File: src/rtl/ram_loader_arbiter.sv
// Arbitrates the CPU RAM port between the microcoded CPU and an external loader.
// The loader is granted only at instruction boundaries and runs timed single-word accesses.
module ram_loader_arbiter #(
  parameter int ADDR_W        = 16,
  parameter int DATA_W        = 8,
  parameter int STROBE_CYCLES = 2,
  parameter int MAX_BURST     = 16
) (
  input  logic              i_nclk,
  input  logic              i_reset,
  input  logic              i_instrFinishedN,
  output logic              o_cpuHalt,
  output logic              o_busSel,
  input  logic              i_ldrReq,
  output logic              o_ldrGrant,
  input  logic              i_ldrStb,
  input  logic              i_ldrWrite,
  input  logic [ADDR_W-1:0] i_ldrAddr,
  input  logic [DATA_W-1:0] i_ldrData,
  output logic              o_ldrAck,
  output logic [DATA_W-1:0] o_ldrData,
  output logic [ADDR_W-1:0] o_ramAddr,
  output logic [DATA_W-1:0] o_ramData,
  output logic              o_ramNWE,
  output logic              o_ramNOE,
  input  logic [DATA_W-1:0] i_ramData
);

  localparam int BW = $clog2(MAX_BURST + 1);
  localparam int SW = (STROBE_CYCLES > 1) ? $clog2(STROBE_CYCLES) : 1;
  localparam logic [SW-1:0] STB_LAST  = SW'(STROBE_CYCLES - 1);
  localparam logic [BW-1:0] BURST_MAX = BW'(MAX_BURST);

  typedef enum logic [2:0] {
    S_IDLE, S_DRAIN, S_GRANT, S_SETUP, S_STROBE, S_HOLD, S_RELEASE
  } state_e;

  state_e            state_q, state_d;
  logic [BW-1:0]     burst_q, burst_d;
  logic [SW-1:0]     stb_cnt_q, stb_cnt_d;
  logic [ADDR_W-1:0] addr_q, addr_d;
  logic [DATA_W-1:0] wdata_q, wdata_d;
  logic [DATA_W-1:0] rdata_q, rdata_d;
  logic              write_q, write_d;

  // NOTE: sequential state uses non-blocking assignments only; all next-state
  // logic lives in the always_comb below so this block stays a plain register bank.
  always_ff @(posedge i_nclk or posedge i_reset) begin
    if (i_reset) begin
      state_q   <= S_IDLE;
      burst_q   <= '0;
      stb_cnt_q <= '0;
      addr_q    <= '0;
      wdata_q   <= '0;
      rdata_q   <= '0;
      write_q   <= 1'b0;
    end else begin
      state_q   <= state_d;
      burst_q   <= burst_d;
      stb_cnt_q <= stb_cnt_d;
      addr_q    <= addr_d;
      wdata_q   <= wdata_d;
      rdata_q   <= rdata_d;
      write_q   <= write_d;
    end
  end

  // NOTE: every signal gets a default before the case so no latch is inferred.
  always_comb begin
    state_d    = state_q;
    burst_d    = burst_q;
    stb_cnt_d  = stb_cnt_q;
    addr_d     = addr_q;
    wdata_d    = wdata_q;
    rdata_d    = rdata_q;
    write_d    = write_q;
    o_cpuHalt  = 1'b0;
    o_busSel   = 1'b0;
    o_ldrGrant = 1'b0;
    o_ldrAck   = 1'b0;
    o_ramNWE   = 1'b1;
    o_ramNOE   = 1'b1;

    unique case (state_q)
      S_IDLE: begin
        if (i_ldrReq) begin
          state_d = S_DRAIN;
          burst_d = '0;
        end
      end
      S_DRAIN: begin
        o_cpuHalt = 1'b1;
        if (!i_instrFinishedN) state_d = S_GRANT;
        else if (!i_ldrReq)    state_d = S_IDLE;
      end
      S_GRANT: begin
        o_cpuHalt  = 1'b1;
        o_busSel   = 1'b1;
        o_ldrGrant = 1'b1;
        // A strobe in the same cycle as a request drop still starts the access.
        if (i_ldrStb) begin
          state_d = S_SETUP;
          addr_d  = i_ldrAddr;
          wdata_d = i_ldrData;
          write_d = i_ldrWrite;
        end else if (!i_ldrReq) begin
          state_d = S_IDLE;
        end
      end
      S_SETUP: begin
        o_cpuHalt  = 1'b1;
        o_busSel   = 1'b1;
        o_ldrGrant = 1'b1;
        stb_cnt_d  = '0;
        state_d    = S_STROBE;
      end
      S_STROBE: begin
        o_cpuHalt  = 1'b1;
        o_busSel   = 1'b1;
        o_ldrGrant = 1'b1;
        o_ramNWE   = !write_q;
        o_ramNOE   = write_q;
        if (stb_cnt_q == STB_LAST) begin
          if (!write_q) rdata_d = i_ramData;
          state_d = S_HOLD;
        end else begin
          stb_cnt_d = stb_cnt_q + 1'b1;
        end
      end
      S_HOLD: begin
        o_cpuHalt  = 1'b1;
        o_busSel   = 1'b1;
        o_ldrGrant = 1'b1;
        o_ldrAck   = 1'b1;
        burst_d    = burst_q + 1'b1;
        if (burst_d == BURST_MAX) state_d = S_RELEASE;
        else if (!i_ldrReq)       state_d = S_IDLE;
        else                      state_d = S_GRANT;
      end
      S_RELEASE: begin
        // CPU runs freely here until it completes at least one instruction.
        if (!i_instrFinishedN) begin
          burst_d = '0;
          state_d = i_ldrReq ? S_DRAIN : S_IDLE;
        end
      end
      default: state_d = S_IDLE;
    endcase
  end

  assign o_ramAddr = addr_q;
  assign o_ramData = wdata_q;
  assign o_ldrData = rdata_q;

endmodule
File: config.mk
export PLATFORM = sky130hd
export DESIGN_NAME = ram_loader_arbiter
export DESIGN_NICKNAME = d
export VERILOG_FILES = /design/src/rtl/ram_loader_arbiter.sv
export SDC_FILE = /design/constraint.sdc
export NUM_CORES = 1
export LEC_CHECK = 0
export ABC_CLOCK_PERIOD_IN_PS = 3200
export CAP_MARGIN = 20
export CORE_AREA = 2 2 68 70
export CTS_CLUSTER_SIZE = 40
export DETAILED_ROUTE_END_ITERATION = 12
export DIE_AREA = 0 0 70 72
export PLACE_DENSITY = 0.9
export SKIP_CTS_REPAIR_TIMING = 1
export SYNTH_ARGS = -nofsm -noshare
export SYNTH_HDL_FRONTEND = slang
export SYNTH_SLANG_ARGS = --single-unit
File: constraint.sdc
create_clock -name i_nclk -period 3.2 [get_ports i_nclk]
set_input_delay 0.64 -clock i_nclk [delete_from_list [all_inputs] [get_ports i_nclk]]
set_output_delay 0.64 -clock i_nclk [all_outputs]
set_load 0.005 [all_outputs]
## Word level (Yosys, flattened, before mapping)

Index checks and enable logic that the tools add are counted.

| word-level totals | value |
|---|---|
| bits in registers | 42 |
| output and inout port bits | 38 |

| operators by class | value |
|---|---|
| equality and inequality tests | 10 |
| $add $sub $neg | 2 |
| reduce and logical (&&, ||, !) cells | 10 |
| muxes and demuxes | 20 |
| bitwise logic cells | 1 |

Operators by type and width:

| operator | count |
|---|---|
| $mux W3 | 7 |
| $pmux W3 S7 | 1 |
| $pmux W5 S3 | 1 |
| $mux W5 | 2 |
| $eq A3 B3 Y1 const B | 3 |
| $reduce_and A3 Y1 | 3 |
| $mux W1 | 7 |
| $eq A3 B2 Y1 const B | 2 |
| $ne A2 B2 Y1 const B | 3 |
| $add A5 B1 Y5 const B | 1 |
| $eq A5 B5 Y1 const B | 1 |
| $reduce_or A5 Y1 | 1 |
| $reduce_or A4 Y1 | 1 |
| $eq A3 B1 Y1 const B | 1 |
| $logic_not A3 Y1 | 1 |
| $reduce_bool A3 Y1 | 1 |
| $mux W2 | 1 |
| $pmux W1 S2 | 1 |
| $reduce_and A2 Y1 | 1 |
| $reduce_bool A2 Y1 | 1 |
| $add A1 B1 Y1 const B | 1 |
| $logic_not A1 Y1 | 1 |
| $not A1 Y1 | 1 |

## Depth between registers and ports, before layout

Gate-level depths: netlist (run 1).

| logic depth | value |
|---|---|
| depth in word-level cells | 4 |
| mapped depth | 6 |
| depth with buffers taken out | 5 |

## Least setup slack after synthesis (run 1)

Ideal clock, no wire load.

| timing path | value |
|---|---|
| path kind | register to output |
| from | register state_q[2] |
| to | output port o_ldrGrant |
| arrival | 1.137 ns |
| setup slack | 1.423 ns |
| required time | 2.560 ns |
| stages on the path, launching flop included | 5 |
| cell sequence | dfrtp_1 > buf_2 > buf_1 > xor2_1 > buf_4 |

| between the ends | value |
|---|---|
| longest elaborated chain between the ends | 3 |
| elaborated cells between the ends (all ways) | 6 |

Ends and longest elaborated chain:

| element | line | source |
|---|---|---|
| start, declared | 38 | `state_e state_q, state_d;` |
| start signal, assigned | 58 | `state_q <= state_d;` |
| $eq A3 B3 Y1 / $eq A3 B2 Y1 (equally long branches) | n/a |  |
| $reduce_or A4 Y1 (no source line) * | n/a |  |
| $mux W1 * | n/a |  |
| end, declared | 15 | `output logic o_ldrGrant,` |

Mark *: on every way between the ends. The rest lies on a longest branch, timed or not.

## Worst setup path after layout (run 1)

| timing path | value |
|---|---|
| from | register state_q[2] |
| to | output port o_ldrAck |

| between the ends | value |
|---|---|
| longest elaborated chain between the ends | 2 |

Ends and longest elaborated chain:

| element | line | source |
|---|---|---|
| $eq A3 B3 Y1 | 84 | `unique case (state_q)` |
| $mux W1 | 84 |  |
| end, declared | 20 | `output logic o_ldrAck,` |

No other way between the ends.

==> results of run 1 <==
==> power by group <==
part           switching, µW  leakage, µW  internal, µW
Clock                    163    0.0000482           174
Sequential               187     0.000511           773
Combinational            316     0.000608           729
Total                    667      0.00117          1680
==> through the flow <==
stage | total power [µW] | area, µm² | setup slack (ns) | instances | hold WS, ns
5_1_grt | 2520 | 2770 | 0.430 | 274 | 0.522
3_5_place_dp | 2030 | 2680 | 0.927 | 266 | 0.493
3_3_place_gp | 1990 | 2650 | 0.959 | 265 | 0.486
2_1_floorplan | 1430 | 1850 | 1.42 | 141 | 0.494
4_1_cts | 2380 | 2770 | 0.601 | 274 | 0.510
6_report | 2340 | 2770 | 0.618 | 274 | 0.505
==> final cells by class <==
cell class                 instances  area (µm²)
clock inverter                     1        5.00
multi-input combinational         89         743
fill                             347        1490
inverter                           3        11.3
sequential                        42        1050
clock buffer                       7        86.3
timing repair buffer              80         808
tap                               52        65.1
==> routing by layer <==
metal	GRT usage [%]	part of all wire, %	wire (µm)	up-vias
met5	0	0	0	-
met3	5.00	8.0	307	2
met1	20.9	45	1700	674
li1	-	-	-	663
met4	2.56	0.16	6	0
met2	26.9	47	1800	56
==> state kept, by name, summed over array words and instances (netlist names) <==
name	count
burst_q	5
o_ldrData	8
o_ramAddr	16
o_ramData	8
state_q	3
stb_cnt_q	1
write_q	1
==> worst max path at each step <==
stage	startpoint	to	slack, ns	cells after the start
after floorplan	state_q[2]	o_ldrGrant	1.42	4
after global placement	state_q[2]	o_ldrAck	0.96	3
after detailed placement	state_q[2]	o_ldrAck	0.93	3
after CTS	state_q[2]	o_ldrAck	0.60	3
after global routing	state_q[2]	o_ldrAck	0.43	3
final	state_q[2]	o_ldrAck	0.62	3
==> placed cells by master (no fill, tap or decap), types with 2 or more instances in the layout <==
cell type and count:
mux2_2 33, nor3_1 2, clkbuf_8 6, nand3b_1 3
nor3b_1 2, buf_4 4, a21oi_1 4, dfrtp_1 42
o21ai_0 7, xor2_1 3, inv_1 2, nand2_1 8
nand3_1 4, nor2_1 6, clkdlybuf4s50_1 75
==> cells by family (layout without fill, tap and decap cells) <==
kind of cell             count (synthesis)  after routing
XOR/XNOR                                 3              3
multiplexers                            33             33
AND/OR/NAND/NOR                         33             33
flip-flops                              42             42
AO/OA/AOI/OAI                           19             19
buffers and inverters                   10             91
adder cells (fa/ha/maj)                  1              1
==> critical path: cells and delay by family (launching register included) <==
family | cells | cell delay (ns)
buffers and inverters | 2 | 0.71
DFF | 1 | 0.70
and+or+nand+nor | 1 | 0.26
==> impl_metrics.ini, run 1 <==
[status]
outcome = finished, final reports clean

[synth]
yosys-top-cells-area = dfrtp_1, mux2_2, o21ai_0
synth_top_area_share_pct = 56.7
synthXorXnorAreaFrac_pct = 1.42
synthCells = 141
ys_warn_count = 0
synth-main-ff-cell = dfrtp_1
yosysTopAreaCell = dfrtp_1
synthSimpleGateAreaFrac_pct = 11.1
ys_seq_elements = 42
ys_seq_area_share_pct = 56.7
synth_top_family_by_area = multiplexers
synth_enable_flop_cells = 0
synth_area_per_cell_um2 = 13.2
synth_common_cells = dfrtp_1, mux2_2, nand2_1, o21ai_0, nor2_1
syn_nets = 180
syn_area_um2 = 1850
synthAdderAreaFrac_pct = 0.675
synthDistinctLibCells = 33
synthMuxAreaShare_pct = 20.0
synth.most_common_cell = dfrtp_1
synth_compound_area_share_pct = 6.88
ys_async_sr_fraction_pct = 100

[worst_setup_path]
arrival_ns = 1.94
cpPeakStageDelay_ns = 0.70
crit_path_end_kind = output pin
reg2reg_to = o_ramAddr[15]
cp_data_required_time_ns = 2.56
r2r_start = state_q[0]
crit_slowest_cell = dfrtp_1
critPathKind = flop to output pin
crit_chain = nand3b_1, inv_1, clkdlybuf4s50_1
crit_fanout = 17
regToRegSetupSlack_ns = 1.49
worst_setup_path_start_kind = flop
ff2ff_path_depth = 4

[placed_design]
hpwl_mm = 2.96
place_congestion = 0.792
numPortBuffers = 75

[worst_hold_path]
hold-path-cell-count = 1
hp-start = o_ramAddr[1]
hold_path.class = flop to flop
hold_end = o_ramAddr[1]

[sta]
max-slew-margin-rel_pct = 62.4
hold_viol = 0
finClkSkew_ns = 0.00580
fmax_ghz = 0.387
period_minus_slack_ns = 2.58
slew_viol_final = 0
setup_violations = 0
layout_worst_path_cycle_share_pct = 80.7
worst_slew_pin_slew_ns = 0.561
fin_setup_tns_ns = 0
rsz0062_at_grt = false

[die]
fp.dieH_um = 72
die_x_um = 70
io_pins = 76
core_um2 = 4260
die_area_um2 = 5040
rows = 24
initial_core_util_pct = 43.5

[routing]
drc_errors = 0
vias_per_cell = 5.09
drt_wl_total_mm = 3.82
vias = 1395
drtIter0Drc = 56
firstDrtPassIters = 4
wl_per_cell_um = 13.9
ant_nets = 0

[clock_tree]
clkSinkCount = 42
cts_htree_levels = 2
cts_tree = yes
worstSkewPairLatency_ns = 0.28
numCtsBuffers = 5
cts.reportedPaths.clkPinSlew_ns = 0.08
root_buffer = clkbuf_8
cts_buffer_depth = 2

[power]
p_leak_uw = 0.00117
power.density_nw_per_um2 = 846
peakVddDrop_mv = 0.421

[global_routing]
antenna_found_initial = 0
grt_pass1_wl_mm = 6.53
grt-ovfl-total = 0
grt_pass1_vias = 1412
grtUsageTotal_pct = 15.9
grt_max_degree = 21

[final_layout]
drive_gt1_share_pct = 22.5
nets = 260
utilization_pct = 65.0
n_antenna_cell = 0
area_growth_pct = 49.4

[flow_run]
drv_cap = 0
Note: power is estimated with default switching activity, not from simulation.
==> run 2: changes to the inputs <==
- ABC_CLOCK_PERIOD_IN_PS: 3200 -> 2500
- CORE_AREA: 2 2 68 70 -> 2 2 70 72
- DIE_AREA: 0 0 70 72 -> 0 0 72 74
- PLACE_DENSITY: 0.9 -> 0.86
- clock period: 3.2 -> 2.5 ns (I/O delays scaled with it)
==> impl_metrics.ini, run 2 (synthesis results as in run 1) <==
[placed_design]
place_congestion = 0.829
hpwl_mm = 2.72
numPortBuffers = 75
dp_slack_ns = 0.445

[worst_setup_path]
cpPeakStageDelay_ns = 0.54
worst_setup_path_start_kind = flop
r2r_start = state_q[0]
arrival_ns = 1.88
ff2ff_path_depth = 4
crit_chain = nand3b_1, inv_1, clkdlybuf4s50_1
crit_path_end_kind = output pin
crit_slowest_cell = dfrtp_1
crit_cells = 3
crit_fanout = 17
cp_data_required_time_ns = 2.00
cp-startpoint = state_q[1]
path_delay_family = buffers and inverters
path_buf_inv = 2
critPathKind = flop to output pin

[final_layout]
area_growth_pct = 48.5
final_common_cell = clkdlybuf4s50_1
n_fill_cell = 375
layout_common_cells = clkdlybuf4s50_1, dfrtp_1, mux2_2, nand2_1, o21ai_0
drive_gt1_share_pct = 22.3
multi_input_area_um2 = 743
nets = 258
ff_latch_area_um2 = 1050
utilization_pct = 59.9
largest_reg_flops = 16
n_antenna_cell = 0

[sta]
setup_violations = 0
timing.final.ws_setup_ns = 0.120
layout_worst_path_cycle_share_pct = 95.2
max-slew-margin-rel_pct = 65.4
finClkSkew_ns = 0.00142
slew_viol_final = 0
hold_viol = 0
fmax_ghz = 0.420
period_minus_slack_ns = 2.38
worst_slew_pin_slew_ns = 0.519
fin_setup_tns_ns = 0
rsz0062_at_grt = false

[clock_tree]
cts_buffer_depth = 2
cts.reportedPaths.clkPinSlew_ns = 0.08
clkSinkCount = 42
cts_htree_levels = 2
root_buffer = clkbuf_8
worstSkewPairLatency_ns = 0.28
numCtsBuffers = 5
cts_tree = yes

[die]
core_um2 = 4600
io_pins = 76
initial_core_util_pct = 40.3
fp.dieH_um = 74
die_x_um = 72
rows = 25
die_area_um2 = 5330

[worst_hold_path]
hp-start = o_ramAddr[15]
hold_path.class = flop to flop
hold-path-cell-count = 1

[global_routing]
grt_max_degree = 43
antenna_found_initial = 0
grt-ovfl-total = 0
grtUsageTotal_pct = 14.8
grt_pass1_vias = 1351
grt_pass1_wl_mm = 6.07

[routing]
vias_per_cell = 5.00
vias = 1371
firstDrtPassIters = 4
drt_wl_total_mm = 3.70
drtIter0Drc = 107
drc_errors = 0
wl_per_cell_um = 13.5
ant_nets = 0

[flow_run]
drv_cap = 0

[power]
power.density_nw_per_um2 = 1090
peakVddDrop_mv = 0.531
p_total_uw = 3010
p_leak_uw = 0.00115

[status]
outcome = finished, final reports clean
run 2: worst register-to-register path, delay by kind of cell, from the launching register on:
family	cells	cell delay [ns]
AND/OR/NAND/NOR	2	0.45
multiplexers	1	0.37
buffers and inverters	1	0.21
flip-flops	1	0.51
run 2: power by group:
part	total (µW)	internal, µW	switching, µW
clock network	443	222	221
registers	1210	989	225
logic	1350	940	411
total	3010	2150	857
run 2: cell type report:
cell class / instances / area share (%)
flip-flops and latches: 42 / 38.2
repair buffers: 78 / 28.5
multi-input cells: 89 / 27.0
clock buffers: 6 / 3.00
well taps: 54 / 2.45
clock inverters: 2 / 0.454
inverters: 3 / 0.409
run 2: path summary, 6_finish.rpt:
path / endpoint / slack, ns
max: o_ldrAck / 0.12
min: o_ramAddr[15] / 0.51
max reg2reg: o_ramAddr[6] / 0.85
min reg2reg: o_ramAddr[15] / 0.51
max in group asynchronous: burst_q[4] / 1.51
min in group asynchronous: o_ramAddr[1] / 0.64
run 2: per-layer routing:
layer | vias to the layer above | wire length [µm] | GRT usage (%)
met5 | - | 0 | 0
met4 | 0 | 25 | 3.98
met3 | 4 | 337 | 6.10
met2 | 62 | 1760 | 24.4
met1 | 650 | 1580 | 18.1
li1 | 655 | - | -
run 2: stage by stage:
stage               area [µm²]  std cells  hold WS (ns)
finish                    2750        274         0.508
global route              2750        274         0.521
CTS                       2750        274         0.512
detailed placement        2660        266         0.494
global placement          2660        266         0.485
floorplan                 1850        141         0.494
==> run 3: changes to the inputs <==
- REMOVE_ABC_BUFFERS: default -> 1
==> impl_metrics.ini, run 3 (synthesis results as in run 1) <==
[global_routing]
grt_pass1_vias = 1411
grt-ovfl-total = 0
grt_max_degree = 25
grt_pass1_wl_mm = 6.20
antenna_found_initial = 0
grtUsageTotal_pct = 15.0

[sta]
fin_setup_tns_ns = 0
period_minus_slack_ns = 2.34
worst_slew_pin_slew_ns = 0.446
layout_worst_path_cycle_share_pct = 93.5
hold_viol = 0
slew_viol_final = 0
timing.final.ws_setup_ns = 0.162
rsz0062_at_grt = false
max-slew-margin-rel_pct = 70.3
finClkSkew_ns = 0.00457
setup_violations = 0
fmax_ghz = 0.428

[clock_tree]
root_buffer = clkbuf_8
worstSkewPairLatency_ns = 0.28
cts.reportedPaths.clkPinSlew_ns = 0.07
numCtsBuffers = 5
cts_tree = yes
cts_buffer_depth = 2
cts_htree_levels = 2
clkSinkCount = 42

[status]
outcome = finished, final reports clean

[routing]
drc_errors = 0
vias = 1360
wl_per_cell_um = 13.8
drt_wl_total_mm = 3.78
ant_nets = 0
drtIter0Drc = 48
vias_per_cell = 4.96
firstDrtPassIters = 4

[placed_design]
place_congestion = 0.692
hpwl_mm = 2.90
numPortBuffers = 75
dp_slack_ns = 0.412

[final_layout]
ff_latch_area_um2 = 1050
final_common_cell = clkdlybuf4s50_1
n_fill_cell = 402
area_growth_pct = 48.1
largest_reg_flops = 16
n_antenna_cell = 0
nets = 259
multi_input_area_um2 = 743
drive_gt1_share_pct = 22.7
layout_common_cells = clkdlybuf4s50_1, dfrtp_1, mux2_2, nand2_1, o21ai_0

[power]
peakVddDrop_mv = 0.401
p_leak_uw = 0.00115
power.density_nw_per_um2 = 1080

[die]
core_um2 = 4600
die_area_um2 = 5330
die_x_um = 72
io_pins = 76
fp.dieH_um = 74
rows = 25
initial_core_util_pct = 40.3

[worst_setup_path]
crit_path_end_kind = output pin
critPathKind = flop to output pin
arrival_ns = 1.84
cp_data_required_time_ns = 2.00
worst_setup_path_start_kind = flop
crit_fanout = 17

[flow_run]
drv_cap = 0

[worst_hold_path]
hold_path.class = input pin to async pin
run 3: stage by stage:
step / total power [µW] / cells / instance area, µm² / util, % / hold slack [ns]
finish: 2960 / 274 / 2750 / 59.7 / 0.443
global route: 3180 / 274 / 2750 / 59.7 / 0.468
CTS: 3010 / 274 / 2750 / 59.7 / 0.441
detailed placement: 2600 / 267 / 2670 / 58.0 / 0.495
global placement: 2550 / 267 / 2670 / 58.0 / 0.486
floorplan: 1770 / 134 / 1810 / - / 0.494
run 3: power breakdown:
group          switching (µW)  internal (µW)
registers                 248            991
clock network             210            187
logic                     386            937
run 3: layer usage:
metal	global-route usage (%)	wire, µm
met1	18.3	1610
met2	25.6	1830
met3	4.74	317
met4	5.03	16
met5	0	0
run 3: worst paths after layout:
check | startpoint | end | slack, ns | cells after the start
worst min-delay path | i_reset | o_ldrData[6] | 0.44 | 2
min in group i_nclk | o_ldrData[3] | o_ldrData[3] | 0.50 | 1
worst max-delay path | state_q[1] | o_ramNOE | 0.16 | 3
worst max register to register | state_q[0] | o_ramAddr[10] | 0.83 | 4
max in group asynchronous | i_reset | o_ramAddr[1] | 1.53 | 3
worst min register to register | o_ldrData[3] | o_ldrData[3] | 0.50 | 1
run 3: final cells by class:
| cell class | count | area share [%] |
|---|---|---|
| Multi-Input combinational cell | 89 | 27.1 |
| Inverter | 3 | 0.410 |
| Clock inverter | 2 | 0.364 |
| Tap cell | 54 | 2.46 |
| Timing Repair Buffer | 79 | 28.9 |
| Clock buffer | 5 | 2.51 |
| Sequential cell | 42 | 38.3 |
run 3: worst max-delay path: stages, from the launching register on:
cell	delay [ns]
dfrtp_1	0.54
nand2b_1	0.23
or3_1	0.31
clkdlybuf4s50_1	0.47
